File: src/rtl/braille_pkg.sv
// Shared definitions for the Braille message player.
//   state_e        : player FSM states (IDLE/SHOW/GAP/DONE)
//   BLANK_CODE     : all-dots-off cell, used for gaps and blank letters
//   BRAILLE_TABLE  : 6-bit cell codes for letters A..Z, bit order {d1,d4,d2,d5,d3,d6}
//   braille_code() : letter index -> cell code; indices 26..31 map to BLANK_CODE
package braille_pkg;

  typedef enum logic [1:0] {
    IDLE = 2'd0,
    SHOW = 2'd1,
    GAP  = 2'd2,
    DONE = 2'd3
  } state_e;

  localparam logic [5:0] BLANK_CODE  = 6'b000000;
  localparam int         NUM_LETTERS = 26;

  localparam logic [5:0] BRAILLE_TABLE [NUM_LETTERS] = '{
    6'b100000, 6'b101000, 6'b110000, 6'b110100, 6'b100100, 6'b111000, // A..F
    6'b111100, 6'b101100, 6'b011000, 6'b011100, 6'b100010, 6'b101010, // G..L
    6'b110010, 6'b110110, 6'b100110, 6'b111010, 6'b111110, 6'b101110, // M..R
    6'b011010, 6'b011110, 6'b100011, 6'b101011, 6'b011101, 6'b110011, // S..X
    6'b110111, 6'b100111                                              // Y..Z
  };

  function automatic logic [5:0] braille_code(input logic [4:0] idx);
    logic [5:0] code;
    code = BLANK_CODE;
    if (idx < 5'd26) code = BRAILLE_TABLE[idx];
    return code;
  endfunction

endpackage

File: src/rtl/braille_rom.sv
// Combinational letter-index to Braille cell code lookup.
//   idx  in  5 : letter index, 0=A .. 25=Z, 26..31 blank
//   code out 6 : cell code {d1,d4,d2,d5,d3,d6}
module braille_rom
  import braille_pkg::*;
(
  input  logic [4:0] idx,
  output logic [5:0] code
);

  assign code = braille_code(idx);

endmodule

File: src/rtl/braille_msg_player.sv
// Plays a stored letter message as a timed sequence of Braille cell codes.
// Each letter is held for TICKS_PER_CHAR cycles, then BLANK_CODE for GAP_TICKS cycles.
//   CLOCK_50   in  : system clock
//   RESET      in  : synchronous active-high reset
//   wr_en/wr_addr/wr_char in : message buffer write port (IDLE only)
//   len        in  : letters to play (clamped to MSG_LEN), sampled on start
//   start      in  : 1-cycle playback request (IDLE only)
//   loop       in  : replay from index 0 after the last letter, sampled on start
//   stop       in  : abort; playback ends after the current letter and its gap
//   SW_CODE    out : registered cell code
//   code_valid out : 1 in SHOW
//   busy       out : 1 in SHOW/GAP
//   done       out : 1-cycle end-of-playback pulse
//   dbg_state  out : current FSM state (state_e encoding)
//
// Handshake: start/wr_en are single-cycle strobes accepted only when the FSM is
// in IDLE; there is no ready output, a strobe outside IDLE is simply dropped.
module braille_msg_player
  import braille_pkg::*;
#(
  parameter int MSG_LEN        = 16,
  parameter int TICKS_PER_CHAR = 50_000_000,
  parameter int GAP_TICKS      = 12_500_000
) (
  input  logic                       CLOCK_50,
  input  logic                       RESET,
  input  logic                       wr_en,
  input  logic [$clog2(MSG_LEN)-1:0] wr_addr,
  input  logic [4:0]                 wr_char,
  input  logic [$clog2(MSG_LEN):0]   len,
  input  logic                       start,
  input  logic                       loop,
  input  logic                       stop,
  output logic [5:0]                 SW_CODE,
  output logic                       code_valid,
  output logic                       busy,
  output logic                       done,
  output logic [1:0]                 dbg_state
);

  localparam int AW    = $clog2(MSG_LEN);
  localparam int MAX_T = (TICKS_PER_CHAR > GAP_TICKS)
                         ? ((TICKS_PER_CHAR > 2) ? TICKS_PER_CHAR : 2)
                         : ((GAP_TICKS > 2) ? GAP_TICKS : 2);
  localparam int CW    = $clog2(MAX_T);

  localparam logic [CW-1:0] TICK_LAST = CW'(TICKS_PER_CHAR - 1);
  localparam logic [CW-1:0] GAP_LAST  = CW'((GAP_TICKS > 0) ? GAP_TICKS - 1 : 0);
  localparam logic [CW-1:0] CNT_ONE   = 1;
  localparam logic [AW-1:0] PTR_ONE   = 1;
  localparam logic [AW:0]   LEN_ONE   = 1;
  localparam logic [AW:0]   LEN_MAX   = (AW+1)'(MSG_LEN);

  state_e        state_q, state_d;
  logic [CW-1:0] cnt_q,   cnt_d;
  logic [AW-1:0] ptr_q,   ptr_d;
  logic [AW:0]   len_q,   len_d;
  logic          loop_q,  loop_d;
  logic          stop_q,  stop_d;
  logic [5:0]    code_q,  code_d;
  logic          valid_q, valid_d;
  logic          busy_q,  busy_d;
  logic          done_q,  done_d;

  logic [4:0]    msg_q [MSG_LEN];

  logic [AW:0]   len_eff;
  logic          stop_seen;
  logic          last_letter;
  logic          end_letter;
  logic [4:0]    rd_char;
  logic [5:0]    rom_code;

  assign len_eff     = (len > LEN_MAX) ? LEN_MAX : len;
  assign stop_seen   = stop_q | stop;
  assign last_letter = ({1'b0, ptr_q} == (len_q - LEN_ONE));

  // Next-state, pointer and counter logic.
  always_comb begin
    state_d    = state_q;
    cnt_d      = cnt_q;
    ptr_d      = ptr_q;
    len_d      = len_q;
    loop_d     = loop_q;
    stop_d     = stop_q;
    end_letter = 1'b0;

    case (state_q)
      IDLE: begin
        stop_d = 1'b0;
        if (start) begin
          if (len_eff != '0) begin
            len_d   = len_eff;
            loop_d  = loop;
            ptr_d   = '0;
            cnt_d   = '0;
            state_d = SHOW;
          end else begin
            state_d = DONE;
          end
        end
      end
      SHOW: begin
        stop_d = stop_seen;
        if (cnt_q == TICK_LAST) begin
          cnt_d = '0;
          if (GAP_TICKS == 0) end_letter = 1'b1;
          else                state_d    = GAP;
        end else begin
          cnt_d = cnt_q + CNT_ONE;
        end
      end
      GAP: begin
        stop_d = stop_seen;
        if (cnt_q == GAP_LAST) begin
          cnt_d      = '0;
          end_letter = 1'b1;
        end else begin
          cnt_d = cnt_q + CNT_ONE;
        end
      end
      DONE: begin
        stop_d  = 1'b0;
        state_d = IDLE;
      end
      default: state_d = IDLE;
    endcase

    // Letter boundary: stop wins, then loop/finish, else advance.
    if (end_letter) begin
      if (stop_seen) begin
        state_d = DONE;
      end else if (last_letter) begin
        if (loop_q) begin
          ptr_d   = '0;
          state_d = SHOW;
        end else begin
          state_d = DONE;
        end
      end else begin
        ptr_d   = ptr_q + PTR_ONE;
        state_d = SHOW;
      end
    end
  end

  // A write in the same IDLE cycle as start must be visible to the first letter.
  assign rd_char = (state_q == IDLE && wr_en && wr_addr == ptr_d) ? wr_char : msg_q[ptr_d];

  braille_rom u_rom (
    .idx  (rd_char),
    .code (rom_code)
  );

  // Outputs are registered from the state being entered.
  always_comb begin
    code_d  = (state_d == SHOW) ? rom_code : BLANK_CODE;
    valid_d = (state_d == SHOW);
    busy_d  = (state_d == SHOW) || (state_d == GAP);
    done_d  = (state_d == DONE);
  end

  always_ff @(posedge CLOCK_50) begin
    if (RESET) begin
      state_q <= IDLE;
      cnt_q   <= '0;
      ptr_q   <= '0;
      len_q   <= '0;
      loop_q  <= 1'b0;
      stop_q  <= 1'b0;
      code_q  <= BLANK_CODE;
      valid_q <= 1'b0;
      busy_q  <= 1'b0;
      done_q  <= 1'b0;
    end else begin
      state_q <= state_d;
      cnt_q   <= cnt_d;
      ptr_q   <= ptr_d;
      len_q   <= len_d;
      loop_q  <= loop_d;
      stop_q  <= stop_d;
      code_q  <= code_d;
      valid_q <= valid_d;
      busy_q  <= busy_d;
      done_q  <= done_d;
    end
  end

  // Message buffer: not reset, frozen outside IDLE.
  always_ff @(posedge CLOCK_50) begin
    if (state_q == IDLE && wr_en) msg_q[wr_addr] <= wr_char;
  end

  assign SW_CODE    = code_q;
  assign code_valid = valid_q;
  assign busy       = busy_q;
  assign done       = done_q;
  assign dbg_state  = state_q;

endmodule

File: config.mk
export PLATFORM = sky130hd
export DESIGN_NAME = braille_msg_player
export DESIGN_NICKNAME = d
export VERILOG_FILES = /design/src/rtl/braille_pkg.sv /design/src/rtl/braille_rom.sv /design/src/rtl/braille_msg_player.sv
export SDC_FILE = /design/constraint.sdc
export NUM_CORES = 1
export LEC_CHECK = 0
export BUFFER_PORTS_ARGS = -buffer_cell sky130_fd_sc_hd__buf_2
export CAP_MARGIN = 20
export CORE_UTILIZATION = 50
export DETAILED_ROUTE_END_ITERATION = 7
export GPL_ROUTABILITY_DRIVEN = 1
export PLACE_DENSITY = 0.79
export SLEW_MARGIN = 20
export SYNTH_ARGS = -nofsm -noshare
export SYNTH_HDL_FRONTEND = slang
export SYNTH_SLANG_ARGS = --single-unit
File: constraint.sdc
create_clock -name CLOCK_50 -period 4 [get_ports CLOCK_50]
set_input_delay 0.6 -clock CLOCK_50 [delete_from_list [all_inputs] [get_ports CLOCK_50]]
set_output_delay 0.6 -clock CLOCK_50 [all_outputs]
set_load 0.01 [all_outputs]
After elaboration in Yosys (flattened, before gate mapping)
Memories as Yosys holds them, arrays and structs flattened. A register that Yosys moved wholly into a read port is not among the register bits.
Cells that the tools add are included.
Operators by class
  $add $sub $neg: 3
  order comparisons: 2
  equality and inequality tests: 12
  multiplexer cells: 27
  bitwise logic cells: 4
  reductions and logical operators: 11
Operators by type and width (number)
  $mux W26: 4
  $pmux W26 S3: 1
  $mux W4: 7
  $add A26 B1 Y26 const B: 1
  $eq A26 B24 Y1 const B: 1
  $eq A26 B26 Y1 const B: 1
  $mux W2: 7
  $mux W5: 2
  $eq A2 B2 Y1 const B: 4
  $not A5 Y6: 1
  $pmux W2 S3: 1
  $reduce_and A3 Y1: 2
  $eq A4 B5 Y1: 1
  $gt A5 B5 Y1 const B: 1
  $lt A5 B5 Y1 const B: 1
  $reduce_bool A5 Y1: 1
  $sub A5 B1 Y5 const B: 1
  $add A4 B1 Y4 const B: 1
  $eq A2 B1 Y1 const B: 2
  $eq A4 B4 Y1: 1
  $mux W1: 4
  $ne A2 B2 Y1 const B: 2
  $reduce_or A2 Y1: 2
  $reduce_bool A3 Y1: 1
  other kinds (7): 9
Storage, ports and cells
  flip-flop bits (word level): 42
  bits in writable memories: 80
  memory bits (read-only): 192
  input port bits: 20
  word-level logic and storage cells: 70
  memories: 2
Memories
  (no name shown): depth 32, width 6, rd ports 1, clocked after Yosys merged registers in 1, write ports 0, line braille_pkg.sv:29  | if (idx < 5'd26) code = BRAILLE_TABLE[idx];
  msg_q: depth 16, width 5, rd ports 1, clocked after Yosys merged registers in 0, write ports 1, line braille_msg_player.sv:65  | logic [4:0] msg_q [MSG_LEN];

Depth between registers and ports, before layout
  depth in word-level cells: 16
  mapped depth: 18
  depth with buffers taken out: 15

Modules after synthesis
Synthesis repeated with hierarchy kept, for this count alone.
Second synthesis, totals
  cells, all modules: 574
  area total of the unflattened synthesis: 6092.1 um2
By module, submodules not included
  braille_msg_player: times used 1, cells an instance 529, area each 5801.8 um2
  braille_rom: times used 1, cells an instance 45, area each 290.3 um2

Least setup slack after synthesis
No wires, ideal clock.
  kind: input to register
  from: input port len[1]
  to: register code_q[2], in the netlist SW_CODE[2]
  data arrival time: 3.737 ns
  path slack: 0.176 ns
  stages: 14
  buffers on the path: 2
  cell sequence: or4_1 > o211ai_2 > and2_1 > a21boi_4 > nor2_8 > xnor2_1 > or4_4 > buf_6 > a41o_1 > buf_4 > ha_1 > a21oi_1 > a32oi_1 > a221oi_2
On the way
  longest elaborated chain between the ends: 16
Ends and longest elaborated chain
  start: declaration: line braille_msg_player.sv:30  | input logic [$clog2(MSG_LEN):0] len,
  $gt A5 B5 Y1: line braille_msg_player.sv:74  | assign len_eff = (len > LEN_MAX) ? LEN_MAX : len;
  $mux W5 *: line braille_msg_player.sv:74
  $reduce_bool A5 Y1 *: line braille_msg_player.sv:92  | if (len_eff != '0) begin
  parallel branches: the longest is 13 deep, another holds $mem_v2 Z16 W5
  end: declaration: line braille_msg_player.sv:60  | logic [5:0] code_q, code_d;
Every way passes the cells marked *.
A chain may end at the register's enable or synchronous reset.

Final worst setup path
  from: register cnt_q[18]
  to: register code_q[1], in the netlist SW_CODE[1]
On the way
  longest elaborated chain between the ends: 10
Ends and longest elaborated chain
  start: declaration: line braille_msg_player.sv:55  | logic [CW-1:0] cnt_q, cnt_d;
  start signal: assignment: line braille_msg_player.sv:177  | cnt_q <= cnt_d;
  parallel branches: the longest is 10 deep, another holds $mem_v2 Z16 W5
Several ways; the timed one is not identified.

==> metrics.yaml <==
outcome:
  status: "complete, but fails checks"
  failed_checks: "DRC, setup timing"
timing:
  worst_pin_slew_ps: 828
  slew_headroom: 0.444
  fmax_mhz: 242
  final_slew_violations: 0
  setup_repair_after_global_routing_missed_its_margin: "true"
  timing_hold_violations_final: 0
  setup_viol: 4
  worst_clock_skew_on_the_final_layout_ps: 7.94
  finalWorstPathRequiredPeriod_ps: 4130
  fin_ws_ps: -127
  final_cycle_share: 1.03
clocking:
  clkLatencyLatePin_ps: 430
  number_of_buffers_added_by_the_clock_tree_synthesis_step: 17
  worst_setup_hold_path_clk_slew_ps: 60
  clockBufferDepth: 2
  numClockSinks: 128
  cts_hold_repair.buffers: 0
  clock_tree.htree_level_count: 4
  clock_tree.root_cell: "clkbuf_16"
  tritoncts: "yes"
placement:
  port-buffer-count: 30
  gp_congestion: 0.908
  hpwl_mm: 10.4
  dp_slack_ps: -33.3
  post_dp_cell_area_um2: 6700
route:
  drt_wl_total_mm: 15.9
  remaining_drc_errors: 3
  routed-via-count: 5208
  antenna_left: 0
  avgViaCountPerCell: 6.08
  drt_iter0_drc: 645
  drt-pass1-iter-count: 8
  avgRoutedWirePerCell_um: 18.5
cells_and_area:
  finished_core_util: 0.635
  fillers: 897
  drive_gt1_frac: 0.232
  final_net_count: 708
  area_delta_synth_final_pct: 23.1
  post-route-cell-area_um2: 7680
  antenna-diode-count: 0
grt:
  largest_net_degree_at_the_start_of_global_routing: 26
  grt_pass1_vias: 4713
  gr-total-overflow: 0
  grt_pass1_wl_mm: 24.1
  antenna_found_initial: 0
  grt_usage: 0.247
worst_hold_path:
  worst_hold_path_type: "input pin to flip-flop"
synth:
  synth_common_cells: "80 x edfxtp_1, 75 x nand2_1, 68 x nor2_1"
  most_repeated_cell_in_the_gate_level_netlist_after_synthesis: "edfxtp_1"
  synth_largest_type_area_fraction: 0.385
  post_synth.cell_area_avg_um2: 10.3
  ffs_latches_synth: 128
  synth-seq-area-share: 0.539
  netlist_area_um2: 6240
  synthesis.nets: 639
  syn_inst: 607
  synth_edf_count: 80
  netlist-cell-type-count: 79
  ys.warnings.count: 0
  async_flop_share: 0
  synth_ff_type: "edfxtp_1"
  synth.area.top_cells: "edfxtp_1 38%, dfxtp_1 15%, nand2_1 4.5%"
  synth_top_cell_by_area: "edfxtp_1"
floorplan:
  die-width_um: 114
  core_area_um2: 12100
  die_y_um: 114
  number_of_primary_i_o_pins: 31
  floorplan.die_area_um2: 12900
  rows: 40
  initial_utilization: 0.515
critical_path:
  required_ps: 4310
  critPathArrivalTime_ps: 4440
  timing.critical_path.fanout_max: 9
  start_kind: "flip-flop"
  timing.critical_path.to_type: "flip-flop"
  path_class: "flip-flop to flip-flop"
power:
  leakage_nw: 2.83
  power_density_nw_per_um2: 430
  peakVddDrop_v: 0.000386
run:
  max-cap-violations: 0
-- sequential cells by signal, summed over array words and instances, names as in the netlist --
signal / count
SW_CODE: 6
busy: 1
cnt_q: 26
code_valid: 1
dbg_state: 2
done: 1
len_q: 5
loop_q: 1
msg_q: 80
ptr_q: 4
stop_q: 1
-- worst max-delay path, stage by stage (launching register included) --
cell	delay, ps
dfxtp_2	370
nand4_1	220
or4b_4	650
nor3_4	220
buf_4	150
and3_1	280
nor2_4	80
a2111oi_0	640
a311oi_1	160
nor4_2	370
a21oi_1	150
buf_4	190
or3_1	320
a21oi_1	160
nor3_1	60
-- report_power, final --
part	switching (mW)	internal, mW	leakage (nW)
sequential	0.00889	1.42	1.11
combinational	0.0962	0.0558	1.40
clock	0.607	1.11	0.314
total	0.712	2.59	2.83
-- metrics by stage --
| step | hold WS (ps) | total power, mW | TNS [ps] | cells |
|---|---|---|---|---|
| after floorplan | 464 | 1.54 | 0 | 607 |
| after global placement | 490 | 1.59 | 0 | 808 |
| after detailed placement | 492 | 1.59 | -66.4 | 808 |
| after CTS | 407 | 3.30 | 0 | 840 |
| after global routing | 452 | 3.39 | -1590 | 857 |
| final | 423 | 3.30 | -427 | 857 |
-- routing by layer --
metal,part of all wire,track usage,vias up
li1,-,-,2374
met1,0.40,0.313,2484
met2,0.49,0.391,285
met3,0.078,0.0622,65
met4,0.033,0.133,0
met5,0,0,-
-- final timing paths --
kind / start / to / slack (ps) / depth (start not counted)
setup reg to reg: cnt_q[18]$_SDFFE_PP0P_ / SW_CODE[1]$_SDFF_PP0_ / -130 / 14
hold reg to reg: len_q[0]$_SDFFE_PP0P_ / len_q[0]$_SDFFE_PP0P_ / 500 / 2
hold / removal: loop / loop_q$_SDFFE_PP0P_ / 420 / 3
setup / recovery: cnt_q[18]$_SDFFE_PP0P_ / SW_CODE[1]$_SDFF_PP0_ / -130 / 14
-- cells by family (layout without fill, tap and decap cells) --
| group | Yosys count | in the layout | share of synthesized area |
|---|---|---|---|
| XOR/XNOR | 30 | 30 | 0.0421 |
| buffers and inverters | 42 | 124 | 0.0293 |
| AND/OR/NAND/NOR | 266 | 266 | 0.214 |
| adder cells (fa/ha/maj) | 12 | 12 | 0.0241 |
| AO/OA/AOI/OAI | 114 | 114 | 0.125 |
| multiplexers | 15 | 15 | 0.0263 |
| flip-flops | 128 | 128 | 0.539 |
-- cells in the final DEF, fill, tap and decap left out, types with 4 or more instances in the layout --
cell type	count
edfxtp_1	80
or3_1	5
mux2i_1	7
nand2_1	73
and3_1	13
nand2b_1	5
nor2_1	67
nand4b_1	4
dfxtp_1	43
xor2_1	18
nand4_1	14
buf_4	43
clkbuf_16	17
buf_2	30
nand3_1	29
nor2b_1	6
o211ai_1	6
xnor2_1	11
mux2_2	4
and2_1	4
a32oi_1	4
o21ai_0	18
inv_1	15
a21oi_1	34
a31oi_1	4
nor3_1	14
bufinv_16	5
ha_1	10
dfxtp_2	4
clkinv_4	4
-- area by class of cell --
class / instances / area [um2] / area share
Clock buffer: 17 / 425 / 0.0554
Tap cell: 168 / 210 / 0.0274
Clock inverter: 15 / 231 / 0.0301
Sequential cell: 128 / 3370 / 0.439
Multi-Input combinational cell: 437 / 2870 / 0.374
Inverter: 15 / 56.3 / 0.00733
Timing Repair Buffer: 77 / 518 / 0.0674
-- repair_timing --
item / CTS / global route
cloned: 0 / 1
buffers inserted: 0 / 16
resized for setup: 1 / 42
endpoints found under the setup margin: 2 / 6
pin swaps: 1 / 14
Power figures use the tool's default switching activity.
